[src/rtl/char_seq_pkg.sv]
// Shared types for the character scan sequencer.
// State encoding, box record and box helpers.
package char_seq_pkg;

   typedef enum logic [1:0] {
      IDLE,
      ARM,
      DWELL,
      DONE
   } seq_state_t;

   localparam logic [3:0] INVALID_DIGIT = 4'hF;

   typedef struct packed {
      logic [11:0] left;
      logic [11:0] right;
      logic [11:0] up;
      logic [11:0] down;
   } box_t;

   function automatic logic box_ok(input box_t b);
      return (b.right > b.left) && (b.down > b.up);
   endfunction

   function automatic logic [11:0] quarter_h(input box_t b);
      logic [11:0] h;
      h = b.down - b.up;
      return h >> 2;
   endfunction

endpackage

[src/rtl/char_box_regfile.sv]
// Character box storage written by segmentation.
// Validity is judged once at write time.
module char_box_regfile
   import char_seq_pkg::*;
#(
   parameter int NUM = 7
)(
   input  logic       clk,
   input  logic       rst_n,
   input  logic       wr_en,
   input  logic [2:0] wr_idx,
   input  box_t       wr_box,
   input  logic [2:0] rd_idx,
   output box_t       rd_box,
   output logic       rd_valid
);

   localparam logic [3:0] NUM_W = 4'(NUM);

   box_t           mem [NUM];
   logic [NUM-1:0] vld;
   logic           wr_ok;
   logic           rd_ok;

   assign wr_ok = wr_en && ({1'b0, wr_idx} < NUM_W);
   assign rd_ok = {1'b0, rd_idx} < NUM_W;

   // Store box and its validity flag.
   always_ff @(posedge clk or negedge rst_n) begin
      if (!rst_n) begin
         for (int i = 0; i < NUM; i++) begin
            mem[i] <= '0;
         end
         vld <= '0;
      end else if (wr_ok) begin
         mem[wr_idx] <= wr_box;
         vld[wr_idx] <= box_ok(wr_box);
      end
   end

   // Read port; out-of-range slots look empty.
   always_comb begin
      rd_box   = '0;
      rd_valid = 1'b0;
      if (rd_ok) begin
         rd_box   = mem[rd_idx];
         rd_valid = vld[rd_idx];
      end
   end

endmodule

[src/rtl/char_scan_sequencer.sv]
// Walks the digit scanner over each plate character box.
// Define SCAN_VOTE_EN for consecutive-match digit voting.
module char_scan_sequencer
   import char_seq_pkg::*;
#(
   parameter int NUM_CHARS     = 7,
   parameter int FIRST_IDX     = 2,
   parameter int SETTLE_FRAMES = 2
`ifdef SCAN_VOTE_EN
   ,
   parameter int MAX_TRIES     = 4
`endif
)(
   input  logic                   clk,
   input  logic                   rst_n,
   input  logic                   i_vs,
   input  logic                   start,
   input  logic                   seg_wr,
   input  logic [2:0]             seg_idx,
   input  logic [11:0]            seg_left,
   input  logic [11:0]            seg_right,
   input  logic [11:0]            seg_up,
   input  logic [11:0]            seg_down,
   input  logic [3:0]             i_digit,
   output logic [11:0]            char_left,
   output logic [11:0]            char_right,
   output logic [11:0]            char_up,
   output logic [11:0]            char_down,
   output logic [11:0]            row_scanf_line1,
   output logic [11:0]            row_scanf_line2,
   output logic [2:0]             cur_idx,
   output logic                   busy,
   output logic [4*NUM_CHARS-1:0] plate_digits,
   output logic                   plate_valid
);

   localparam int         PW       = 4 * NUM_CHARS;
   localparam logic [2:0] FIRST_I  = 3'(FIRST_IDX);
   localparam logic [2:0] LAST_I   = 3'(NUM_CHARS - 1);
   localparam logic [3:0] SET_LAST = 4'(SETTLE_FRAMES - 1);

   seq_state_t    state, state_n;
   logic [2:0]    idx, idx_n, nidx, rd_idx;
   logic [3:0]    fcnt, fcnt_n;
   logic [PW-1:0] shadow, shadow_n, pd_n;
   box_t          box_q, box_n, rd_box, seg_box;
   logic          rd_valid;
   logic [11:0]   l1_q, l1_n, l2_q, l2_n, qh;
   logic          pv_n, vs_d, vf, load;
   logic          slot_done;
   logic [3:0]    slot_val;

`ifdef SCAN_VOTE_EN
   localparam logic [3:0] TRY_LAST = 4'(MAX_TRIES - 1);

   logic [3:0] prev_q, prev_n;
   logic [3:0] tries_q, tries_n;
   logic       hp_q, hp_n;
`endif

   assign seg_box = '{seg_left, seg_right, seg_up, seg_down};
   assign vf      = vs_d & ~i_vs;
   assign nidx    = idx + 3'd1;
   assign rd_idx  = (state == DWELL) ? nidx : idx;
   assign qh      = quarter_h(rd_box);

   assign char_left       = box_q.left;
   assign char_right      = box_q.right;
   assign char_up         = box_q.up;
   assign char_down       = box_q.down;
   assign row_scanf_line1 = l1_q;
   assign row_scanf_line2 = l2_q;
   assign cur_idx         = idx;

   char_box_regfile #(
      .NUM (NUM_CHARS)
   ) u_regfile (
      .clk      (clk),
      .rst_n    (rst_n),
      .wr_en    (seg_wr & ~busy),
      .wr_idx   (seg_idx),
      .wr_box   (seg_box),
      .rd_idx   (rd_idx),
      .rd_box   (rd_box),
      .rd_valid (rd_valid)
   );

   // Decide this cycle's capture and vote outcome.
   always_comb begin
      slot_done = 1'b0;
      slot_val  = INVALID_DIGIT;
`ifdef SCAN_VOTE_EN
      prev_n    = prev_q;
      hp_n      = hp_q;
      tries_n   = tries_q;
      if (state == DWELL && vf && fcnt == SET_LAST) begin
         if (hp_q && i_digit == prev_q) begin
            slot_done = 1'b1;
            slot_val  = i_digit;
         end else if (tries_q == TRY_LAST) begin
            slot_done = 1'b1;
         end else begin
            prev_n  = i_digit;
            hp_n    = 1'b1;
            tries_n = tries_q + 4'd1;
         end
      end
      if (load) begin
         prev_n  = 4'h0;
         hp_n    = 1'b0;
         tries_n = 4'h0;
      end
`else
      if (state == DWELL && vf && fcnt == SET_LAST) begin
         slot_done = 1'b1;
         slot_val  = i_digit;
      end
`endif
   end

   // Next state, slot bookkeeping and box loads.
   always_comb begin
      state_n  = state;
      idx_n    = idx;
      fcnt_n   = fcnt;
      shadow_n = shadow;
      pd_n     = plate_digits;
      pv_n     = 1'b0;
      load     = 1'b0;
      unique case (state)
         IDLE: begin
            if (start) begin
               idx_n = FIRST_I;
               for (int k = 0; k < FIRST_IDX; k++) begin
                  shadow_n[4*k +: 4] = INVALID_DIGIT;
               end
               state_n = ARM;
            end
         end
         ARM: begin
            if (vf) begin
               if (rd_valid) begin
                  load    = 1'b1;
                  fcnt_n  = 4'd0;
                  state_n = DWELL;
               end else begin
                  shadow_n[{idx, 2'b00} +: 4] = INVALID_DIGIT;
                  if (idx == LAST_I) begin
                     state_n = DONE;
                  end else begin
                     idx_n = nidx;
                  end
               end
            end
         end
         DWELL: begin
            if (vf && fcnt != SET_LAST) begin
               fcnt_n = fcnt + 4'd1;
            end
            if (slot_done) begin
               shadow_n[{idx, 2'b00} +: 4] = slot_val;
               if (idx == LAST_I) begin
                  state_n = DONE;
               end else begin
                  idx_n  = nidx;
                  fcnt_n = 4'd0;
                  if (rd_valid) begin
                     load = 1'b1;
                  end else begin
                     shadow_n[{nidx, 2'b00} +: 4] = INVALID_DIGIT;
                     if (nidx == LAST_I) begin
                        state_n = DONE;
                     end else begin
                        idx_n   = idx + 3'd2;
                        state_n = ARM;
                     end
                  end
               end
            end
         end
         DONE: begin
            pd_n    = shadow;
            pv_n    = 1'b1;
            state_n = IDLE;
         end
         default: state_n = IDLE;
      endcase
   end

   // Box and row-line outputs only move on a loading frame boundary.
   always_comb begin
      box_n = box_q;
      l1_n  = l1_q;
      l2_n  = l2_q;
      if (load) begin
         box_n = rd_box;
         l1_n  = rd_box.up + qh;
         l2_n  = rd_box.down - qh;
      end
   end

   // Sequencer registers.
   always_ff @(posedge clk or negedge rst_n) begin
      if (!rst_n) begin
         state        <= IDLE;
         idx          <= 3'd0;
         fcnt         <= 4'd0;
         shadow       <= {NUM_CHARS{INVALID_DIGIT}};
         plate_digits <= {NUM_CHARS{INVALID_DIGIT}};
         plate_valid  <= 1'b0;
         busy         <= 1'b0;
         vs_d         <= 1'b0;
         box_q        <= '0;
         l1_q         <= 12'd0;
         l2_q         <= 12'd0;
      end else begin
         state        <= state_n;
         idx          <= idx_n;
         fcnt         <= fcnt_n;
         shadow       <= shadow_n;
         plate_digits <= pd_n;
         plate_valid  <= pv_n;
         busy         <= (state_n != IDLE);
         vs_d         <= i_vs;
         box_q        <= box_n;
         l1_q         <= l1_n;
         l2_q         <= l2_n;
      end
   end

`ifdef SCAN_VOTE_EN
   // Vote tracking for the slot being scanned.
   always_ff @(posedge clk or negedge rst_n) begin
      if (!rst_n) begin
         prev_q  <= 4'h0;
         hp_q    <= 1'b0;
         tries_q <= 4'h0;
      end else begin
         prev_q  <= prev_n;
         hp_q    <= hp_n;
         tries_q <= tries_n;
      end
   end
`endif

endmodule

[config.mk]
export PLATFORM = sky130hd
export DESIGN_NAME = char_scan_sequencer
export DESIGN_NICKNAME = d
export VERILOG_FILES = /design/src/rtl/char_seq_pkg.sv /design/src/rtl/char_box_regfile.sv /design/src/rtl/char_scan_sequencer.sv
export SDC_FILE = /design/constraint.sdc
export NUM_CORES = 1
export LEC_CHECK = 0
export BUFFER_PORTS_ARGS = -buffer_cell sky130_fd_sc_hd__clkbuf_2
export CAP_MARGIN = 10
export CORE_UTILIZATION = 52
export CTS_BUF_LIST = sky130_fd_sc_hd__clkbuf_8
export CTS_CLUSTER_DIAMETER = 80
export DETAILED_ROUTE_END_ITERATION = 8
export GPL_ROUTABILITY_DRIVEN = 0
export PLACE_DENSITY = 0.75
export SYNTH_ARGS = -nofsm -noshare
export SYNTH_HDL_FRONTEND = slang
export SYNTH_SLANG_ARGS = --single-unit
[constraint.sdc]
create_clock -name clk -period 5.5 [get_ports clk]
set_clock_uncertainty 0.15 [all_clocks]
set_input_delay 0.275 -clock clk [delete_from_list [all_inputs] [get_ports clk]]
set_output_delay 0.275 -clock clk [all_outputs]
set_load 0.02 [all_outputs]
[Word-level counts from Yosys, hierarchy flattened]
Index checks and enable logic that the tools add are counted.
Word-level totals
  bits in registers: 483
  input port bits: 60
  output and inout bits: 105
  word-level logic and storage cells: 159
Cells by class
  $add $sub $neg: 8
  $lt $le $gt $ge: 10
  eq/ne operators: 14
  shifts and indexed selects: 5
  muxes and demuxes: 57
  bitwise operators: 6
  reduce and logical (&&, ||, !) cells: 15
Operator list (count)
  336-bit bitwise mux: 1
  48-bit two-way mux: 4
  48-bit binary-select mux with 3-bit select: 1
  48-bit demux with 3-bit select: 1
  28-bit two-way mux: 5
  28-bit bitwise mux: 3
  4-bit by 7-bit variable shift with 28-bit output (first input constant): 2
  4-bit by 7-bit indexed part select with 28-bit output (first input constant): 2
  20-bit case mux with 2 select lines: 1
  4-bit by 7-bit indexed part select with 28-bit output: 1
  3-bit two-way mux: 9
  12-bit > comparator: 2
  4-bit two-way mux: 6
  8-bit case mux with 3 select lines: 1
  2-bit two-way mux: 8
  2-bit != test (second input constant): 7
  5-bit negator with 7-bit output: 2
  12-bit by 10-bit adder with 12-bit output: 1
  12-bit by 10-bit subtractor with 12-bit output: 1
  12-bit subtractor: 1
  1-bit two-way mux: 9
  3-bit case mux with 3 select lines: 1
  4-bit >= comparator (second input constant): 2
  3-bit by 4-bit less-than comparator with 1-bit output (second input constant): 2
  other kinds (29): 42

[Logic depth before layout (Yosys ltp)]
Gate-level depths: netlist (run 1).
  word-level depth: 12
  depth in mapped cells: 28
  depth with buffers taken out: 24

[By module]
A second synthesis (run 1) with hierarchy kept.
Unflattened totals
  cell total of the unflattened synthesis: 1997
  area total of the unflattened synthesis: 23389.9 µm²
Modules (own cells, without submodules)
  char_box_regfile: times used 1, cells an instance 1241, area an instance 15922.8 µm², seq. area each 8583.2 µm²
  char_scan_sequencer: times used 1, cells an instance 756, area an instance 7467.2 µm², seq. area each 3573.4 µm²

[Least setup slack after synthesis (run 1)]
OpenSTA, ideal clock, no wires.
  kind: flip-flop to flip-flop
  from: register idx[0] (netlist: cur_idx[0])
  to: register l2_q[11] (netlist: row_scanf_line2[11])
  library setup time: 82 ps
  arrival: 5719 ps
  data required time: 5268 ps
  setup slack: -451 ps
  stages on the path, launching flop included: 26
  buffers on the path: 4
  clock period less this slack: 5951 ps
  path through: dfrtp_1 > ha_1 > ha_1 > clkbuf_1 > mux2_2 > clkbuf_1 > clkbuf_1 > buf_1 > nand2_1 > a21oi_1 > a21oi_1 > a21oi_1 > inv_1 > ha_1 > a21o_1 > a21oi_1 > xor2_1 > ha_1 > nor2b_1 > o21ai_0 > a21boi_0 > o31a_1 > o2111ai_1 > a21boi_0 > or4_1 > a31oi_1
RTL lines
  start: declaration: RTL line char_scan_sequencer.sv:43  | logic [2:0] idx, idx_n, nidx, rd_idx;
  start signal: assignment: RTL line char_scan_sequencer.sv:218  | idx <= idx_n;
  end signal: assignment: RTL line char_scan_sequencer.sv:227  | l2_q <= l2_n;
  end: declaration: RTL line char_scan_sequencer.sv:48  | logic [11:0] l1_q, l1_n, l2_q, l2_n, qh;

==> results of run 1 <==
[placed cells by master, fill, tap and decap left out, drive strengths merged, types with 56 or more instances in the layout]
cell,netlist,final
o21ai,179,179
mux2,282,282
clkbuf,88,258
dfstp,56,56
dlygate4sd3,0,56
inv,50,88
dfrtp,427,427
nor2,84,84
buf,29,64
a21oi,165,165
ha,71,71
nand2,303,303
[layout make-up]
cell class | count | share of cell area [%]
Antenna cell | 2 | 0.0185
Clock buffer | 95 | 4.84
Clock inverter | 53 | 1.13
Inverter | 50 | 0.694
Multi-Input combinational cell | 1372 | 38.4
Sequential cell | 483 | 45.0
Tap cell | 585 | 2.71
Timing Repair Buffer | 283 | 7.24
[routing by layer]
metal	vias to the layer above	part of all wire [%]	global-route usage, %
met5	-	0.083	0
met4	6	2.5	9.20
met3	119	6.2	5.17
met2	530	47	42.6
met1	8400	44	35.9
li1	7673	-	-
[through the flow]
stage          power, mW  instances
2_1_floorplan       13.9       2022
3_3_place_gp        16.5       2715
3_5_place_dp        17.1       2715
4_1_cts             20.3       2921
5_1_grt             22.1       2922
6_report            20.7       2923
[worst paths after layout]
check	start	endpoint	slack (ns)	cells past startpoint
worst max register to register	cur_idx[0]	row_scanf_line2[11]	0.18	22
worst max-delay path	cur_idx[0]	row_scanf_line2[11]	0.18	22
worst min register to register	u_regfile.mem[112]	u_regfile.mem[112]	0.32	2
min in group clk	start	state[0]	0.06	4
max in group asynchronous	rst_n	u_regfile.mem[211]	3.77	3
worst min-delay path	rst_n	fcnt[3]	0.04	2
[power by group through the flow]
stage          clock, mW  combinational, mW  sequential, mW
6_report            3.15               11.4            6.13
4_1_cts             3.22               11.0            6.10
2_1_floorplan          0               7.74            6.18
3_3_place_gp           0               10.5            6.05
5_1_grt             3.38               12.5            6.30
3_5_place_dp           0               10.9            6.16
[worst register-to-register path, stage by stage (launching register included)]
cell	delay (ns)
sky130_fd_sc_hd__dfrtp_2	0.36
sky130_fd_sc_hd__buf_4	0.25
sky130_fd_sc_hd__inv_1	0.16
sky130_fd_sc_hd__ha_1	0.35
sky130_fd_sc_hd__mux2_4	0.37
sky130_fd_sc_hd__buf_12	0.21
sky130_fd_sc_hd__a21oi_1	0.18
sky130_fd_sc_hd__inv_1	0.07
sky130_fd_sc_hd__ha_1	0.36
sky130_fd_sc_hd__a21oi_1	0.22
sky130_fd_sc_hd__nor2b_2	0.08
sky130_fd_sc_hd__nor2_2	0.13
sky130_fd_sc_hd__nand2_1	0.12
sky130_fd_sc_hd__xor2_1	0.21
sky130_fd_sc_hd__inv_1	0.07
sky130_fd_sc_hd__ha_1	0.33
sky130_fd_sc_hd__o21ai_1	0.15
sky130_fd_sc_hd__a21boi_1	0.14
sky130_fd_sc_hd__o31a_1	0.29
sky130_fd_sc_hd__o2111ai_1	0.23
sky130_fd_sc_hd__a21boi_1	0.13
sky130_fd_sc_hd__or4_1	0.40
sky130_fd_sc_hd__a31oi_1	0.23
[kinds of logic (layout without fill, tap and decap cells)]
family	Yosys count	count (layout)	share of synthesized area, %
buffers and inverters	167	481	2.91
and+or+nand+nor	474	474	8.78
adders and majority gates	73	73	4.03
DFF	483	483	52.7
xor gates and xnor gates	35	35	1.33
other	0	2	0
muxes	338	338	18.9
AOI/OAI and AO/OA	452	452	11.4
[state kept, by name (all words and copies together), names as in the netlist, 3 cells and up]
name and count:
u_regfile.mem 336, plate_digits 28, shadow 28, char_down 12
char_left 12, char_right 12, char_up 12, row_scanf_line1 12
row_scanf_line2 12, u_regfile.vld 7, fcnt 4, cur_idx 3
[what timing repair did]
item | in CTS | in global routing
hold endpoints to repair | 443 | 0
setup endpoints to repair | 2 | 7
hold buffers | 56 | 0
gates resized for setup | 1 | 24
buffers inserted | 2 | 0
==> PnR_summary.wiki, run 1 <==
{| class="wikitable"
! Metric !! Value
|-
| Outcome || finished clean
|-
| Clock tree from TritonCTS || done
|-
| Clock Power Share || 15.2%
|-
| Clock Sink Count || 483
|-
| Summed area of non-filler cells in the final layout || 0.0270 mm²
|-
| Data required time of the worst path || 5.91 ns
|-
| Total clock buffers created by CTS || 82
|-
| Initial antenna violation count || 4
|-
| Count of H-tree levels built during CTS || 3
|-
| Share of cells above drive strength 1 || 33.1%
|-
| Primary FF master, synth || sky130_fd_sc_hd__dfrtp_1
|-
| Final core utilization || 62.3%
|-
| Core area || 0.0434 mm²
|-
| Fillers || 3,416
|-
| Number of DRC violations after detailed-routing iteration 0 || 1,159
|-
| Crit-path max cell delay || 0.40 ns
|-
| Cell at the root of the clock tree || sky130_fd_sc_hd__clkbuf_8
|-
| Area of the die || 0.0452 mm²
|-
| DP HPWL || 37.4 mm
|-
| IO Port Bufs || 164
|-
| Die Wd || 213 µm
|-
| Combined area of the multi-input logic cells || 0.0104 mm²
|-
| Lkg Pwr || 12.5 nW
|-
| Data arrival time of the critical path || 5.73 ns
|-
| DP Worst Slack || -0.000417 ns
|-
| Part of the cycle the worst path needs || 96.8%
|-
| Initial core utilization || 53.2%
|-
| Number of search-and-repair iterations in the first detailed-routing pass || 5
|-
| Time the worst path needs with I/O delays and setup || 5.32 ns
|-
| Launching element type of the critical path || flop
|-
| Nets@finish || 2,405
|-
| Most used standard cell by instance count after synthesis || sky130_fd_sc_hd__dfrtp_1
|-
| Global-route wire length before repair || 93.4 mm
|-
| Max-slew violations || 0
|-
| Leading post-synthesis cells by cell area || sky130_fd_sc_hd__dfrtp_1 46%, sky130_fd_sc_hd__mux2_2 14%, sky130_fd_sc_hd__dfstp_2 6.4%
|-
| Setup TNS || 0 ns
|-
| Clock edge transition at the registers on the reported setup and hold paths || 0.07 ns
|-
| Transition time at the pin with the least slew margin || 1.00 ns
|-
| Portion of total power attributed to sequential cells || 29.6%
|-
| Synth-to-layout area growth || 17.2%
|-
| Highest-delay cell along the critical path || sky130_fd_sc_hd__or4_1
|-
| Average wire per standard cell || 19.9 µm
|-
| Number of distinct library cell variants in the gate-level netlist after synthesis || 67
|-
| Synthesized Nets || 2,155
|-
| Largest net degree at the start of global routing || 164
|-
| Via count of the first global-routing pass || 17,300
|-
| Maximum clock insertion buffer count || 3
|-
| Row cnt || 76
|-
| Clock network latency to the later pin of the worst-skew pair || 0.70 ns
|-
| Most frequent cells after synthesis || 427 x sky130_fd_sc_hd__dfrtp_1, 303 x sky130_fd_sc_hd__nand2_1, 281 x sky130_fd_sc_hd__mux2_2, 178 x sky130_fd_sc_hd__o21ai_0, 163 x sky130_fd_sc_hd__a21oi_1
|-
| Mapped Cells || 2,022
|-
| Avg Synthesized Cell Area || 11.4 µm²
|-
| Kind of capture point of the worst setup path || flop
|-
| Power density over cell area || 765 mW/mm²
|-
| Highest attainable clock frequency || 188 MHz
|-
| Worst-case hold slack || 0.0384 ns
|-
| Global-route usage over all layers || 26.5%
|-
| Final WS setup || 0.175 ns
|-
| Worst path top cell family by delay || compound AO/OA/AOI/OAI gates
|-
| Cell-internal power || 12.0 mW
|-
| Routed wire length || 58.1 mm
|-
| Overall die height || 213 µm
|-
| Net switching fraction of the power || 42.2%
|-
| Congestion Overflow GR || 0
|-
| Total cell area at the placement stage || 0.0247 mm²
|-
| Combinational group share of total power || 55.1%
|-
| Number of max-cap violations || 0
|-
| Endpoints failing hold || 0
|-
| Number of top-level pins || 165
|-
| FFs w/ async S/R, synth || 100%
|-
| Number of flops mapped to enable cells by yosys || 0
|-
| Area fraction of the dominant cell type after synthesis || 46.3%
|-
| Warnings, synthesis || 0
|-
| Biggest fanout along the worst timing path || 26
|-
| Seq/Total Area, Yosys || 52.7%
|-
| Synth Cell Area || 0.0231 mm²
|-
| Antenna-violating nets left || 0
|-
| Number of storage elements in the synthesis netlist || 483
|-
| Number of DRC violations after detailed routing || 0
|-
| Relative slew margins || 33.3%
|-
| Post-synthesis cell type with the largest combined area || sky130_fd_sc_hd__dfrtp_1
|-
| Path type of the worst setup path || flop to flop
|-
| Number of vias per cell || 5.72
|-
| Net Switching || 8.71 mW
|-
| Worst min-delay path class || input port to async pin
|-
| Final count of negative-setup-slack endpoints || 0
|-
| Largest voltage drop on the vdd net || 0.000700 V
|-
| Critical-path cell list || buf_4, inv_1, ha_1, mux2_4, buf_12, a21oi_1, inv_1, ha_1, a21oi_1, nor2b_2, nor2_2, nand2_1, xor2_1, inv_1, ha_1, o21ai_1, a21boi_1, o31a_1, o2111ai_1, a21boi_1, or4_1, a31oi_1
|-
| DR vias || 16,700
|-
| Count of buffering cells on the critical path with inverters included || 5
|-
| Register area || 0.0122 mm²
|}
Power figures use the tool's default switching activity.
==> run 2: changes to the inputs <==
--- a/config.mk
+++ b/config.mk
@@ -7,12 +7,13 @@
 export LEC_CHECK = 0
 export BUFFER_PORTS_ARGS = -buffer_cell sky130_fd_sc_hd__clkbuf_2
 export CAP_MARGIN = 10
-export CORE_UTILIZATION = 52
+export CORE_UTILIZATION = 57
 export CTS_BUF_LIST = sky130_fd_sc_hd__clkbuf_8
 export CTS_CLUSTER_DIAMETER = 80
 export DETAILED_ROUTE_END_ITERATION = 8
 export GPL_ROUTABILITY_DRIVEN = 0
-export PLACE_DENSITY = 0.75
+export PLACE_DENSITY = 0.81
 export SYNTH_ARGS = -nofsm -noshare
 export SYNTH_HDL_FRONTEND = slang
 export SYNTH_SLANG_ARGS = --single-unit
+export TNS_END_PERCENT = 1
==> PnR_summary.wiki, run 2 (synthesis gave the netlist of run 1 again) <==
{| class="wikitable"
! Metric !! Value
|-
| Outcome || finished clean
|-
| Register area || 0.0122 mm²
|-
| Registers with the most flip-flops || u_regfile.mem x336, plate_digits x28, shadow x28
|-
| Nets@finish || 2,408
|-
| DP Worst Slack || 0.207 ns
|-
| Launch point of the worst reg-to-reg path || cur_idx[0]
|-
| Biggest fanout along the worst timing path || 30
|-
| Initial antenna violation count || 3
|-
| Hold path start || start
|-
| Relative slew margins || 31.1%
|-
| Congestion Overflow GR || 0
|-
| Worst-case hold slack || 0.0688 ns
|-
| Clock tree from TritonCTS || done
|-
| Count of H-tree levels built during CTS || 3
|-
| Antenna-violating nets left || 0
|-
| Maximum clock insertion buffer count || 3
|-
| Via count of the first global-routing pass || 17,800
|-
| Endpoints failing hold || 0
|-
| Most frequent standard cell in the layout excluding fill and tap cells || sky130_fd_sc_hd__dfrtp_1
|-
| Initial core utilization || 57.9%
|-
| Share of cells above drive strength 1 || 33.4%
|-
| Global-route usage over all layers || 29.2%
|-
| Number of top-level pins || 165
|-
| Die Wd || 203 µm
|-
| Source of the critical timing path || cur_idx[0]
|-
| Core area || 0.0398 mm²
|-
| DP HPWL || 37.7 mm
|-
| Kind of capture point of the worst setup path || flop
|-
| Number of search-and-repair iterations in the first detailed-routing pass || 5
|-
| Number of DRC violations after detailed routing || 0
|-
| Transition time at the pin with the least slew margin || 1.03 ns
|-
| Clock network latency to the later pin of the worst-skew pair || 0.65 ns
|-
| Area of the die || 0.0413 mm²
|-
| IO Port Bufs || 164
|-
| Average wire per standard cell || 20.6 µm
|-
| Total inserted antenna cells || 0
|-
| Number of vias per cell || 6.01
|-
| Worst min-delay path class || input port to flop
|-
| Number of max-cap violations || 0
|-
| Combined area of the multi-input logic cells || 0.0104 mm²
|-
| Data required time of the worst path || 5.91 ns
|-
| Cell at the root of the clock tree || sky130_fd_sc_hd__clkbuf_8
|-
| Part of the cycle the worst path needs || 96.3%
|-
| Largest net degree at the start of global routing || 139
|-
| Launching element type of the critical path || flop
|-
| Global-route wire length before repair || 94.9 mm
|-
| Max-slew violations || 0
|-
| Clock edge transition at the registers on the reported setup and hold paths || 0.07 ns
|-
| Number of DRC violations after detailed-routing iteration 0 || 1,425
|-
| Data arrival time of the critical path || 5.70 ns
|-
| Final WS setup || 0.203 ns
|-
| Fillers || 2,841
|-
| Synth-to-layout area growth || 17.1%
|-
| Final count of negative-setup-slack endpoints || 0
|-
| Row cnt || 73
|-
| Routed wire length || 59.1 mm
|-
| Max FFs per register || 336
|-
| DR vias || 17,200
|-
| Time the worst path needs with I/O delays and setup || 5.30 ns
|-
| Path type of the worst setup path || flop to flop
|-
| Biggest register || u_regfile.mem
|-
| Clock Sink Count || 483
|-
| Highest attainable clock frequency || 189 MHz
|-
| Overall die height || 203 µm
|-
| Total clock buffers created by CTS || 80
|-
| Commonest non-fill, non-tap cells in the layout || 426 x sky130_fd_sc_hd__dfrtp_1, 302 x sky130_fd_sc_hd__nand2_1, 282 x sky130_fd_sc_hd__mux2_2, 176 x sky130_fd_sc_hd__o21ai_0, 163 x sky130_fd_sc_hd__clkbuf_2
|}
==> run 2: cell types whose count changed in the layout (fill, tap and decap cells not counted), moves of 2 or more <==
cell                            change
sky130_fd_sc_hd__clkinv_2           -4
sky130_fd_sc_hd__clkinv_8           -2
sky130_fd_sc_hd__inv_8              -2
sky130_fd_sc_hd__buf_4              +4
sky130_fd_sc_hd__mux2_2             +2
sky130_fd_sc_hd__clkbuf_8           +5
sky130_fd_sc_hd__dlygate4sd3_1      -2
sky130_fd_sc_hd__a21oi_1            -2
sky130_fd_sc_hd__inv_6              +3
sky130_fd_sc_hd__diode_2            -2
sky130_fd_sc_hd__a21oi_2            +2
==> run 2: per-stage QoR <==
stage	util [%]	cell area, µm²	setup TNS (ns)	cells
floorplan	-	23100	0	2022
global route	67.8	27000	-0.0968	2866
detailed placement	62.0	24700	0	2657
finish	67.8	27000	0	2866
CTS	67.5	26900	0	2859
global placement	62.0	24700	0	2657
==> run 2: cell type report <==
class                   count  share of cell area, %
flip-flops and latches    483                   45.0
multi-input cells        1373                   38.4
repair buffers            287                   7.39
clock buffers             100                   5.10
well taps                 525                   2.43
clock inverters            48                  0.917
inverters                  50                  0.695
==> run 2: final timing paths <==
check                           slack, ns  cells past startpoint                   to
worst min-delay path                 0.07                      4             state[0]
worst min register to register       0.33                      2   u_regfile.mem[326]
worst max-delay path                 0.20                     19  row_scanf_line2[11]
min in group asynchronous            0.22                      2    u_regfile.mem[89]
worst max register to register       0.20                     19  row_scanf_line2[11]
max in group asynchronous            3.62                      3   u_regfile.mem[243]
==> run 2: worst max-delay path, cell delays in order (launching register included) <==
cell	delay, ns
sky130_fd_sc_hd__dfrtp_2	0.36
sky130_fd_sc_hd__buf_4	0.23
sky130_fd_sc_hd__inv_1	0.14
sky130_fd_sc_hd__ha_1	0.48
sky130_fd_sc_hd__mux2_4	0.33
sky130_fd_sc_hd__buf_12	0.24
sky130_fd_sc_hd__nor2_1	0.11
sky130_fd_sc_hd__a21oi_2	0.22
sky130_fd_sc_hd__inv_1	0.09
sky130_fd_sc_hd__ha_1	0.40
sky130_fd_sc_hd__a21oi_1	0.24
sky130_fd_sc_hd__o21ai_0	0.15
sky130_fd_sc_hd__a21o_1	0.22
sky130_fd_sc_hd__or2_2	0.32
sky130_fd_sc_hd__xnor2_1	0.15
sky130_fd_sc_hd__ha_1	0.41
sky130_fd_sc_hd__a31oi_1	0.28
sky130_fd_sc_hd__a21boi_1	0.14
sky130_fd_sc_hd__or4_1	0.40
sky130_fd_sc_hd__a31oi_1	0.16
==> run 2: what timing repair did <==
item	CTS	global route
resized for setup	0	25
endpoints found under the hold margin	487	0
endpoints found under the setup margin	0	6
buffers inserted	0	6
hold buffers	54	0
==> run 2: layer usage <==
| layer | GRT usage [%] | up-vias | routed length (µm) |
|---|---|---|---|
| li1 | - | 7688 | - |
| met5 | 0 | - | 39 |
| met3 | 5.11 | 155 | 4180 |
| met4 | 11.2 | 6 | 1740 |
| met1 | 39.2 | 8667 | 24400 |
| met2 | 47.6 | 705 | 28700 |
Power of run 2 is left out: the tool's default activity adds up to more than one toggle a clock period on the data nets, which glitch-free logic cannot reach.
